==> config.mk <==
export PLATFORM = sky130hd
export DESIGN_NAME = gerenciador_asteroides_n
export DESIGN_NICKNAME = d
export VERILOG_FILES = /design/src/rtl/gerenciador_asteroides_n.sv
export SDC_FILE = /design/constraint.sdc
export NUM_CORES = 1
export LEC_CHECK = 0
export ABC_AREA = 0
export CORE_MARGIN = 2
export CORE_UTILIZATION = 45
export DETAILED_ROUTE_END_ITERATION = 8
export PLACE_DENSITY = 0.68
export SLEW_MARGIN = 20
export SYNTH_ARGS = -nofsm -noshare
export SYNTH_HDL_FRONTEND = slang
export SYNTH_SLANG_ARGS = --single-unit
==> constraint.sdc <==
create_clock -name clock -period 6.4 [get_ports clock]
set_clock_uncertainty 0.15 [all_clocks]
set_input_delay 1.28 -clock clock [delete_from_list [all_inputs] [get_ports clock]]
set_output_delay 1.28 -clock clock [all_outputs]
set_load 0.005 [all_outputs]
==> src/rtl/gerenciador_asteroides_n.sv <==
// gerenciador_asteroides_n
// Multi-asteroid manager for the astro_genius core. Holds N_AST asteroid
// slots, accepts spawn requests, moves every live asteroid one step toward
// the ship at (CENTER,CENTER) on each movement tick, and resolves directional
// shots. It also detects asteroids reaching the ship, owns the life counter
// and flags game over.
//
// Ports:
//   clock, reset        rising-edge clock, synchronous active-high reset
//   iniciar             start/restart pulse (OCIOSO/FIM -> ATIVO)
//   clear_asteroide     level; frees every slot while ATIVO
//   spawn, spawn_x/y    spawn request and its coordinates
//   tiro, direcao       shot pulse; 00 up, 01 down, 10 right, 11 left
//   colisao             pulse: an asteroid reached the ship
//   acertou / errou     pulse: shot destroyed an asteroid / hit nothing
//   cheio               pulse: spawn dropped because all slots were busy
//   perdeu              high while in FIM
//   vidas               remaining lives
//   ocupados            slot valid bits
//   ast_x / ast_y       packed coordinates, slot i at [i*COORD_W +: COORD_W]
//   db_estado           FSM state code
module gerenciador_asteroides_n #(
    parameter int unsigned N_AST       = 4,
    parameter int unsigned COORD_W     = 4,
    parameter int unsigned CENTER      = 8,
    parameter int unsigned MOVE_PERIOD = 4,
    parameter int unsigned N_VIDAS     = 3,
    parameter int unsigned VIDAS_W     = 3
) (
    input  logic                       clock,
    input  logic                       reset,
    input  logic                       iniciar,
    input  logic                       clear_asteroide,
    input  logic                       spawn,
    input  logic [COORD_W-1:0]         spawn_x,
    input  logic [COORD_W-1:0]         spawn_y,
    input  logic                       tiro,
    input  logic [1:0]                 direcao,
    output logic                       colisao,
    output logic                       acertou,
    output logic                       errou,
    output logic                       cheio,
    output logic                       perdeu,
    output logic [VIDAS_W-1:0]         vidas,
    output logic [N_AST-1:0]           ocupados,
    output logic [N_AST*COORD_W-1:0]   ast_x,
    output logic [N_AST*COORD_W-1:0]   ast_y,
    output logic [1:0]                 db_estado
);

    typedef enum logic [1:0] {
        OCIOSO = 2'b00,
        ATIVO  = 2'b01,
        FIM    = 2'b10
    } estado_t;

    localparam int unsigned TICK_W = $clog2(MOVE_PERIOD);
    localparam logic [COORD_W-1:0] CEN      = COORD_W'(CENTER);
    localparam logic [TICK_W-1:0]  TICK_MAX = TICK_W'(MOVE_PERIOD - 1);

    estado_t              state_q, state_d;
    logic [VIDAS_W-1:0]   vidas_q, vidas_d;
    logic [TICK_W-1:0]    tick_q, tick_d;
    logic [N_AST-1:0]     valid_q, valid_d;
    logic [COORD_W-1:0]   x_q [N_AST];
    logic [COORD_W-1:0]   x_d [N_AST];
    logic [COORD_W-1:0]   y_q [N_AST];
    logic [COORD_W-1:0]   y_d [N_AST];
    logic                 colisao_q, colisao_d;
    logic                 acertou_q, acertou_d;
    logic                 errou_q, errou_d;
    logic                 cheio_q, cheio_d;

    logic                 tick;
    logic                 alinhado;
    logic                 hit_found, free_found, coll;
    logic [N_AST-1:0]     hit_oh, free_oh;
    logic [COORD_W-1:0]   nx, ny;

    assign tick = (tick_q == TICK_MAX);

    always_comb begin
        state_d    = state_q;
        vidas_d    = vidas_q;
        tick_d     = tick_q;
        valid_d    = valid_q;
        x_d        = x_q;
        y_d        = y_q;
        colisao_d  = 1'b0;
        acertou_d  = 1'b0;
        errou_d    = 1'b0;
        cheio_d    = 1'b0;
        alinhado   = 1'b0;
        hit_found  = 1'b0;
        free_found = 1'b0;
        coll       = 1'b0;
        hit_oh     = '0;
        free_oh    = '0;
        nx         = '0;
        ny         = '0;

        // Selection masks are built from start-of-cycle state so that a slot
        // freed this cycle is never reused by a spawn in the same cycle.
        for (int unsigned i = 0; i < N_AST; i++) begin
            case (direcao)
                2'b00:   alinhado = (x_q[i] == CEN) && (y_q[i] > CEN);
                2'b01:   alinhado = (x_q[i] == CEN) && (y_q[i] < CEN);
                2'b10:   alinhado = (y_q[i] == CEN) && (x_q[i] > CEN);
                default: alinhado = (y_q[i] == CEN) && (x_q[i] < CEN);
            endcase
            if (!hit_found && valid_q[i] && alinhado) begin
                hit_found = 1'b1;
                hit_oh[i] = 1'b1;
            end
            if (!free_found && !valid_q[i]) begin
                free_found = 1'b1;
                free_oh[i] = 1'b1;
            end
        end

        case (state_q)
            OCIOSO, FIM: begin
                if (iniciar) begin
                    state_d = ATIVO;
                    vidas_d = VIDAS_W'(N_VIDAS);
                    tick_d  = '0;
                    valid_d = '0;
                    for (int unsigned i = 0; i < N_AST; i++) begin
                        x_d[i] = '0;
                        y_d[i] = '0;
                    end
                end
            end
            ATIVO: begin
                tick_d = tick ? '0 : tick_q + TICK_W'(1);
                if (clear_asteroide) begin
                    valid_d = '0;
                end else begin
                    if (tiro) begin
                        if (hit_found) begin
                            valid_d   = valid_d & ~hit_oh;
                            acertou_d = 1'b1;
                        end else begin
                            errou_d = 1'b1;
                        end
                    end
                    if (tick) begin
                        for (int unsigned i = 0; i < N_AST; i++) begin
                            if (valid_q[i] && !(tiro && hit_oh[i])) begin
                                nx = x_q[i];
                                ny = y_q[i];
                                if (x_q[i] < CEN) nx = x_q[i] + COORD_W'(1);
                                else if (x_q[i] > CEN) nx = x_q[i] - COORD_W'(1);
                                if (y_q[i] < CEN) ny = y_q[i] + COORD_W'(1);
                                else if (y_q[i] > CEN) ny = y_q[i] - COORD_W'(1);
                                x_d[i] = nx;
                                y_d[i] = ny;
                                if (nx == CEN && ny == CEN) begin
                                    valid_d[i] = 1'b0;
                                    coll       = 1'b1;
                                end
                            end
                        end
                    end
                    if (spawn) begin
                        if (free_found) begin
                            valid_d = valid_d | free_oh;
                            for (int unsigned i = 0; i < N_AST; i++) begin
                                if (free_oh[i]) begin
                                    x_d[i] = spawn_x;
                                    y_d[i] = spawn_y;
                                end
                            end
                        end else begin
                            cheio_d = 1'b1;
                        end
                    end
                    // One life per tick no matter how many slots collided.
                    if (coll) begin
                        colisao_d = 1'b1;
                        vidas_d   = (vidas_q == '0) ? '0 : vidas_q - VIDAS_W'(1);
                    end
                end
                if (vidas_d == '0) state_d = FIM;
            end
            default: state_d = OCIOSO;
        endcase
    end

    always_ff @(posedge clock) begin
        if (reset) begin
            state_q   <= OCIOSO;
            vidas_q   <= '0;
            tick_q    <= '0;
            valid_q   <= '0;
            x_q       <= '{default: '0};
            y_q       <= '{default: '0};
            colisao_q <= 1'b0;
            acertou_q <= 1'b0;
            errou_q   <= 1'b0;
            cheio_q   <= 1'b0;
        end else begin
            state_q   <= state_d;
            vidas_q   <= vidas_d;
            tick_q    <= tick_d;
            valid_q   <= valid_d;
            x_q       <= x_d;
            y_q       <= y_d;
            colisao_q <= colisao_d;
            acertou_q <= acertou_d;
            errou_q   <= errou_d;
            cheio_q   <= cheio_d;
        end
    end

    always_comb begin
        ast_x = '0;
        ast_y = '0;
        for (int unsigned i = 0; i < N_AST; i++) begin
            ast_x[i*COORD_W +: COORD_W] = x_q[i];
            ast_y[i*COORD_W +: COORD_W] = y_q[i];
        end
    end

    assign colisao   = colisao_q;
    assign acertou   = acertou_q;
    assign errou     = errou_q;
    assign cheio     = cheio_q;
    assign perdeu    = (state_q == FIM);
    assign vidas     = vidas_q;
    assign ocupados  = valid_q;
    assign db_estado = state_q;

endmodule
[Word level (Yosys, flattened, before mapping)]
Index checks and enable logic that the tools add are counted.
Word-level totals
  bits in read-only memories: 0
  memories: 0
  latch bits: 0
  register bits after elaboration: 47
  bits in writable memories: 0
  output and inout bits: 46
  input bits: 16
Operators by class
  mux-type cells: 138
  reduce and logical (&&, ||, !) cells: 62
  $lt $le $gt $ge: 16
  multipliers: 0
  eq/ne operators: 24
  add/sub/neg operators: 18
  divide/modulo/power cells: 0
  bitwise gates (word level): 6
  shifts and indexed selects: 0
Operators by type and width (count)
  $mux W4: 73
  $mux W16: 9
  $eq A4 B4 Y1 const B: 16
  $pmux W16 S2: 2
  $logic_and A1 B1 Y1: 38
  $mux W1: 37
  $add A4 B1 Y4 const B: 8
  $gt A4 B4 Y1 const B: 8
  $lt A4 B4 Y1 const B: 8
  $sub A4 B1 Y4 const B: 8
  $mux W3: 5
  $logic_not A1 Y1: 12
  $pmux W1 S3: 4
  $mux W2: 4
  $pmux W2 S2: 2
  $pmux W4 S2: 1
  $reduce_or A4 Y1: 2
  $eq A2 B2 Y1 const B: 3
  $logic_not A3 Y1: 2
  $ne A2 B2 Y1 const B: 3
  $pmux W3 S2: 1
  $and A4 B4 Y4: 1
  $eq A2 B1 Y1 const B: 2
  $logic_not A2 Y1: 2
  other kinds (10): 13

[Longest topological paths before layout]
Gate-level depths: netlist of run 1.
  depth in word-level cells: 37
  depth in mapped cells: 12

[Least setup slack after synthesis of run 1]
No wires, ideal clock.
  path type: input -> register
  start point: input direcao[1]
  end point: register state_q[1], in the netlist db_estado[1]
  data arrival time: 3.067 ns
  slack: 3.066 ns
  setup time: 0.117 ns
  cell stages on the path: 9
  cells stage by stage: buf_4 inv_1 nand2_1 o32ai_2 nor4_1 or3b_4 o311ai_2 o2bb2ai_1 a32o_1
On the way
  cells in the longest elaborated chain, start to end: 29
  elaborated cells on any way between the ends: 51
  those cells by class: 3 x eq/ne; 23 x mux; 25 x reduce/logical
RTL lines
  start, declared: RTL line 38  | input logic [1:0] direcao,
  $eq A2 B2 Y1 (tied with other cells): RTL line 105  | case (direcao)
  $pmux W1 S3: RTL line 105
  $logic_and A1 B1 Y1: RTL line 111  | if (!hit_found && valid_q[i] && alinhado) begin
  $mux W1: RTL line 111
  $logic_not A1 Y1: RTL line 111
  $logic_and A1 B1 Y1 (2 in a row): RTL line 111
  $mux W1: RTL line 111
  $logic_not A1 Y1: RTL line 111
  [12 not listed]
  $mux W1 (*): RTL line 136  | if (clear_asteroide) begin
  $mux W1 (*): RTL line 121  | case (state_q)
  $mux W3 (*): RTL line 179  | if (coll) begin
  $mux W3 (*): RTL line 136
  $mux W3 (*): RTL line 121
  $logic_not A3 Y1 (*): RTL line 184  | if (vidas_d == '0) state_d = FIM;
  $ne A2 B2 Y1 (no source line) (*)
  $reduce_and A2 Y1 (no source line) (*)
  end signal, assigned: RTL line 203  | state_q <= state_d;
  end, declared: RTL line 61  | estado_t state_q, state_d;
Mark *: on every way between the ends. The rest lies on a longest branch, timed or not. The select of a mux whose other input is x is not followed.
A chain may end at the register's enable or synchronous reset.

[Final worst setup path of run 1]
  start point: input direcao[1]
  end point: register y_q (netlist bit ast_y[12])
On the way
  cells in the longest elaborated chain, start to end: 26
  elaborated cells on any way between the ends: 31
  those cells by class: 2 x eq/ne; 15 x mux; 14 x reduce/logical
RTL lines
  $eq A2 B2 Y1 (tied with other cells): RTL line 105
  $pmux W1 S3: RTL line 105
  $logic_and A1 B1 Y1: RTL line 111
  $mux W1: RTL line 111
  $logic_not A1 Y1: RTL line 111
  $logic_and A1 B1 Y1 (2 in a row): RTL line 111
  $mux W1: RTL line 111
  $logic_not A1 Y1: RTL line 111
  [9 not listed]
  $logic_and A1 B1 Y1 (*): RTL line 149  | if (valid_q[i] && !(tiro && hit_oh[i])) begin
  $mux W4 (*): RTL line 149
  $mux W16 (*): RTL line 147  | if (tick) begin
  $mux W4: RTL line 169  | if (free_oh[i]) begin
  $mux W16: RTL line 166  | if (free_found) begin
  $mux W16 (*): RTL line 165  | if (spawn) begin
  $mux W16 (*): RTL line 136
  $pmux W16 S2 (*): RTL line 121
  end signal, assigned: RTL line 208  | y_q <= y_d;
  end, declared: RTL line 67  | logic [COORD_W-1:0] y_q [N_AST];
Marks and branches as above.

==> results of run 1 <==
## synthesized netlist by cell type (8+ instances only)
library cell | n | share of area, %
sky130_fd_sc_hd__nand3_1 | 12 | 1.4
sky130_fd_sc_hd__mux2i_1 | 15 | 3.4
sky130_fd_sc_hd__o21ai_0 | 53 | 6.1
sky130_fd_sc_hd__nor3_1 | 16 | 1.8
sky130_fd_sc_hd__inv_1 | 28 | 2.4
sky130_fd_sc_hd__o211ai_1 | 8 | 1.4
sky130_fd_sc_hd__nand2_1 | 54 | 4.6
sky130_fd_sc_hd__ha_1 | 19 | 5.5
sky130_fd_sc_hd__nor2b_1 | 24 | 3.4
sky130_fd_sc_hd__a22o_1 | 9 | 1.8
sky130_fd_sc_hd__nor2_1 | 48 | 4.1
sky130_fd_sc_hd__nand2b_1 | 14 | 2.0
sky130_fd_sc_hd__dfxtp_1 | 47 | 22
sky130_fd_sc_hd__clkbuf_1 | 19 | 1.6
sky130_fd_sc_hd__buf_2 | 10 | 1.1
sky130_fd_sc_hd__a21oi_1 | 38 | 4.4
## through the flow
stage,power [mW],setup slack [ps]
after detailed placement,0.411,1770
after CTS,0.585,2090
after floorplan,0.369,3070
final,0.584,2280
after global placement,0.409,1870
after global routing,0.607,2030
## worst max-delay path, stage by stage
cell	delay, ps
sky130_fd_sc_hd__clkdlybuf4s50_1	760
sky130_fd_sc_hd__inv_1	260
sky130_fd_sc_hd__a211o_1	340
sky130_fd_sc_hd__a311o_2	480
sky130_fd_sc_hd__o211ai_2	490
sky130_fd_sc_hd__nand2b_1	220
sky130_fd_sc_hd__a31oi_1	110
sky130_fd_sc_hd__o32ai_1	240
## how the worst max path moves through the flow
stage | startpoint | endpoint | slack (ps) | cells after the start
2_1_floorplan | direcao[1] | db_estado[1]$_SDFFE_PP0P_ | 3070 | 9
3_3_place_gp | direcao[0] | ast_y[9]$_SDFFE_PP0P_ | 1870 | 9
4_1_cts | direcao[0] | ast_y[9]$_SDFFE_PP0P_ | 2090 | 9
3_5_place_dp | direcao[0] | ast_y[9]$_SDFFE_PP0P_ | 1770 | 9
6_report | direcao[1] | ast_y[12]$_SDFFE_PP0P_ | 2280 | 8
5_1_grt | direcao[0] | ast_y[5]$_SDFFE_PP0P_ | 2030 | 9
## registers in the layout, indices dropped and copies added, names as in the netlist
| register | cells |
|---|---|
| ast_y | 16 |
| ocupados | 4 |
| acertou | 1 |
| errou | 1 |
| cheio | 1 |
| tick_q | 2 |
| vidas | 3 |
| ast_x | 16 |
| db_estado | 2 |
| colisao | 1 |
## power groups by stage
stage / registers, mW / clock network (mW) / logic [mW]
2_1_floorplan: 0.309 / 0 / 0.0592
3_3_place_gp: 0.312 / 0 / 0.0969
3_5_place_dp: 0.312 / 0 / 0.0982
4_1_cts: 0.306 / 0.181 / 0.0988
5_1_grt: 0.307 / 0.192 / 0.109
6_report: 0.306 / 0.178 / 0.101
## layout make-up
| class | instances | area, um^2 | area share [%] |
|---|---|---|---|
| Clock buffer | 6 | 72.6 | 1.45 |
| Inverter | 29 | 109 | 2.17 |
| Multi-Input combinational cell | 461 | 3110 | 61.9 |
| Sequential cell | 47 | 941 | 18.8 |
| Tap cell | 129 | 161 | 3.22 |
| Timing Repair Buffer | 63 | 626 | 12.5 |
## cells by family (layout without fill, tap and decap cells)
kind of cell / Yosys count / in the layout / share of synthesized area [%]
AND/OR/NAND/NOR: 218 / 218 / 27.0
adder cells (fa/ha/maj): 19 / 19 / 5.45
AO/OA/AOI/OAI: 200 / 200 / 33.1
XOR/XNOR: 6 / 6 / 1.21
flip-flops: 47 / 47 / 21.6
multiplexers: 18 / 18 / 4.22
buffers and inverters: 69 / 98 / 7.43
## layer usage
| metal | up-vias | wire, um | track usage, % | part of all wire (%) |
|---|---|---|---|---|
| met5 | - | 0 | 0 | 0 |
| li1 | 2176 | - | - | - |
| met4 | 0 | 352 | 8.00 | 2.7 |
| met2 | 171 | 5870 | 40.6 | 45 |
| met1 | 2106 | 5910 | 35.4 | 46 |
| met3 | 32 | 821 | 3.08 | 6.3 |
==> reports/results.ini, run 1 <==
[clock_tree]
worstSkewPairLatency_ps=310
cts-buffers-inserted=5
clk_path_buf_depth=2
post_cts_resize_count=0
htreeDepth=2
tritoncts_clock_tree=done
clk_root_buffer_cell=sky130_fd_sc_hd__clkbuf_8
clock_sink_count=47
cts.repair_timing.setup_buffer_count=0
cts.hold.buffers_added=0
cts.reportedPaths.clkPinSlew_ps=90

[timing]
finalSetupViolations=0
worst-slew-pin-transition_ps=1060
finalHoldWorstSlack_ps=366
setup_total_negative_slack_ps=0
max_clock_freq_mhz=243
timing.max_slew.rel_slack_pct=29.2
finalMaxSlewViolations=0
timing.final.crit_period_ps=4120
finalHoldViolations=0
period_share_pct=64.4
grt_setup_unrepaired=false

[critical_path]
critPathMaxFanout=12
regToRegSetupSlack_ps=3080
path_class=in2reg
ff2ff_path_depth=10
worstPathArrival_ps=4200
worst_r2r_endpoint=vidas[0]$_SDFFE_PP0P_
reg2reg_from=ast_y[5]$_SDFFE_PP0P_
timing.critical_path.to_type=flop
cp.required_ps=6480
cp-start-kind=input pin

[min_path]
worst_hold_path.endpoint=tick_q[1]$_SDFFE_PP0P_
min_from=tick_q[1]$_SDFFE_PP0P_
worstHoldPathType=reg2reg
hold_depth=2

[layout]
finalNonFillerCells=735
mostFrequentLayoutCells=sky130_fd_sc_hd__clkdlybuf4s50_1 (61), sky130_fd_sc_hd__nand2_1 (54), sky130_fd_sc_hd__o21ai_0 (53)
fillerInstances=944
postLayoutCoreUtil_pct=53.8
syn_to_final_growth_pct=15.1
num_antenna_cells=0
most_common_cell_after_layout_fill_and_taps_aside=sky130_fd_sc_hd__clkdlybuf4s50_1
share_of_cells_above_drive_strength_1_pct=7.10
layout.cell_area.non_filler_mm2=0.00502
nNetsFinal=642

[yosys]
synthesis.area_mm2=0.00436
synthesis.nets=612
edff_count_synth=0
ys.flop_type=sky130_fd_sc_hd__dfxtp_1
yosys_warnings=0
syn_area_per_cell_um2=7.55
ys_seq_area_share_pct=21.6
synth_async_sr_flop_share_pct=0
synth.distinct_cells=86
synth.ff_latch_count=47
synthesis.instances=577

[die]
initial_utilization_pct=46.7
fp.dieArea_mm2=0.0105
fp.coreArea_mm2=0.00933
die_height_um=102
rows=35
design.portCount=62
die_x_um=102

[run]
cap_violations=0

[placed_design]
portBuffers=61
cell_count_after_placement=729
finalWeightedCongestion=0.929
post-dp-hpwl_mm=9.12
standard_cell_area_after_detailed_placement_mm2=0.00493

[grt]
grt_start_max_net_pins=24
grt_overflow_total=0
grt_antenna_before_repair=0
grt_pass1_wl_mm=21.1
gr-usage-all-layers_pct=25.3
vias_in_the_first_global_route=4116

[power_and_ir_drop]
power_switching_share_pct=29.7
p_sw_uw=174
power_density_relative_to_cell_area_mw_per_mm2=116
share_clk_of_total_power_pct=30.4
vdd_drop_max_uv=123
power_leakage_nw=1.61
p_int_uw=411
power_frac_comb_pct=17.2
share_seq_of_total_power_pct=52.3

[detailed_routing]
remaining_drc_errors=0
viasPerCell=6.10
final_routed_wire_length_divided_by_cell_count_um=17.6
wl_mm=13.0
route.vias.total=4485
drt_iter0_markers=309
drt_first_pass_iters=5
ant_nets=0

[status]
outcome=completed

Note: power is estimated with default switching activity, not from simulation.
==> inputs of run 2 (changes only) <==
PLACE_DENSITY = 0.71   (was 0.68)
clock period = 3.62 ns   (was 6.4 ns; I/O delays follow)
==> reports/results.ini, run 2 (synthesis gave the netlist of run 1 again) <==
[status]
outcome=completed

[layout]
multi_input_gate_area_in_the_final_layout_mm2=0.00309
postLayoutCoreUtil_pct=55.3
fillerInstances=869
num_antenna_cells=0
layout.cell_area.non_filler_mm2=0.00516
share_of_cells_above_drive_strength_1_pct=10.1
seq_area_um2=941
most_common_cell_after_layout_fill_and_taps_aside=sky130_fd_sc_hd__clkdlybuf4s50_1
nNetsFinal=661
mostFrequentLayoutCells=sky130_fd_sc_hd__clkdlybuf4s50_1 (61), sky130_fd_sc_hd__nand2_1 (54), sky130_fd_sc_hd__o21ai_0 (53)
syn_to_final_growth_pct=18.4

[clock_tree]
cts-buffers-inserted=5
tritoncts_clock_tree=done
worstSkewPairLatency_ps=320
clk_root_buffer_cell=sky130_fd_sc_hd__clkbuf_8
clock_sink_count=47
post_cts_resize_count=0
cts.repair_timing.setup_buffer_count=0
cts.reportedPaths.clkPinSlew_ps=100
clk_path_buf_depth=2
htreeDepth=2
cts.hold.buffers_added=0

[grt]
gr-usage-all-layers_pct=25.2
vias_in_the_first_global_route=4097
grt_overflow_total=0
grt_pass1_wl_mm=21.0
grt_antenna_before_repair=0
grt.met1_usage_pct=36.4
grt_start_max_net_pins=17
grt_use_met3_pct=4.31
peak_usage_layer_in_the_global_routing_report=met2
grtUsageMet2_pct=38.2

[timing]
grt_setup_unrepaired=false
finalMaxSlewViolations=0
timing.final.crit_period_ps=3230
worst-slew-pin-transition_ps=729
finalSetupViolations=0
timing.max_slew.rel_slack_pct=51.2
finalHoldViolations=0
setup_total_negative_slack_ps=0
period_share_pct=89.2
max_clock_freq_mhz=310

[detailed_routing]
wl_mm=13.1
final_routed_wire_length_divided_by_cell_count_um=17.3
ant_nets=0
drt_first_pass_iters=6
remaining_drc_errors=0
drt_iter0_markers=406
viasPerCell=6.06
route.vias.total=4572

[die]
fp.dieArea_mm2=0.0105
die_height_um=102
fp.coreArea_mm2=0.00933
rows=35
design.portCount=62
die_x_um=102
initial_utilization_pct=46.7

[critical_path]
worst_setup_sp=ast_y[5]$_SDFFE_PP0P_
worstPathArrival_ps=3250
timing.critical_path.to_type=flop
reg2reg_from=ast_y[5]$_SDFFE_PP0P_
cp.required_ps=3640
path_class=reg2reg
cp-start-kind=flop
critPathMaxFanout=9

[placed_design]
post-dp-hpwl_mm=9.58
standard_cell_area_after_detailed_placement_mm2=0.00507
finalWeightedCongestion=0.940
portBuffers=61

[power_and_ir_drop]
power_leakage_nw=1.71
power_density_relative_to_cell_area_mw_per_mm2=208
vdd_drop_max_uv=180
report.power.total_mw=1.07

[min_path]
min_from=tick_q[1]$_SDFFE_PP0P_
worstHoldPathType=reg2reg

[run]
cap_violations=0

[run 2: cell types whose count changed in the layout (fill, tap and decap cells not counted)]
cell                       previous run  this run
sky130_fd_sc_hd__clkinv_2             0         1
sky130_fd_sc_hd__nor2_1              47        48
sky130_fd_sc_hd__clkbuf_8             5         6
sky130_fd_sc_hd__clkbuf_1             1         0
sky130_fd_sc_hd__buf_4                2        21
sky130_fd_sc_hd__o41ai_4              1         0
sky130_fd_sc_hd__nor2_2               1         0
sky130_fd_sc_hd__o41ai_2              0         1
[run 2: power by group]
| part | internal (mW) | switching (mW) | leakage (nW) |
|---|---|---|---|
| Sequential | 0.525 | 0.0157 | 0.380 |
| Clock | 0.151 | 0.193 | 0.0470 |
| Combinational | 0.0780 | 0.110 | 1.28 |
[run 2: through the flow]
stage          hold WS, ps  setup slack [ps]  std cells
6_report               370               389        755
5_1_grt                407               227        755
4_1_cts                375               404        755
3_5_place_dp           353               120        748
3_3_place_gp           343               166        748
2_1_floorplan          320               793        577
[run 2: critical path, stage by stage (launching register included)]
cell	delay (ps)
sky130_fd_sc_hd__dfxtp_1	490
sky130_fd_sc_hd__inv_1	140
sky130_fd_sc_hd__ha_1	350
sky130_fd_sc_hd__and4bb_1	280
sky130_fd_sc_hd__a31oi_1	40
sky130_fd_sc_hd__o221a_1	260
sky130_fd_sc_hd__nor4_2	510
sky130_fd_sc_hd__a32oi_4	210
sky130_fd_sc_hd__a311oi_2	300
sky130_fd_sc_hd__mux2i_1	240
sky130_fd_sc_hd__a211oi_2	90
[run 2: worst paths after layout]
check	end	slack [ps]	cells past startpoint
worst min-delay path	tick_q[1]$_SDFFE_PP0P_	370	2
worst max-delay path	vidas[1]$_SDFFE_PP0P_	390	10
worst max register to register	vidas[1]$_SDFFE_PP0P_	390	10
worst min register to register	tick_q[1]$_SDFFE_PP0P_	370	2
[run 2: cell type report]
type | instances | share of cell area, %
inverters | 29 | 2.11
clock inverters | 1 | 0.0970
multi-input cells | 461 | 60.0
well taps | 129 | 3.13
clock buffers | 6 | 1.60
flip-flops and latches | 47 | 18.2
repair buffers | 82 | 14.9
[run 2: routing by layer]
| metal | part of all wire, % | vias up |
|---|---|---|
| met5 | 0 | - |
| met4 | 2.5 | 0 |
| met3 | 8.0 | 28 |
| met2 | 46 | 194 |
| met1 | 44 | 2132 |
| li1 | - | 2218 |
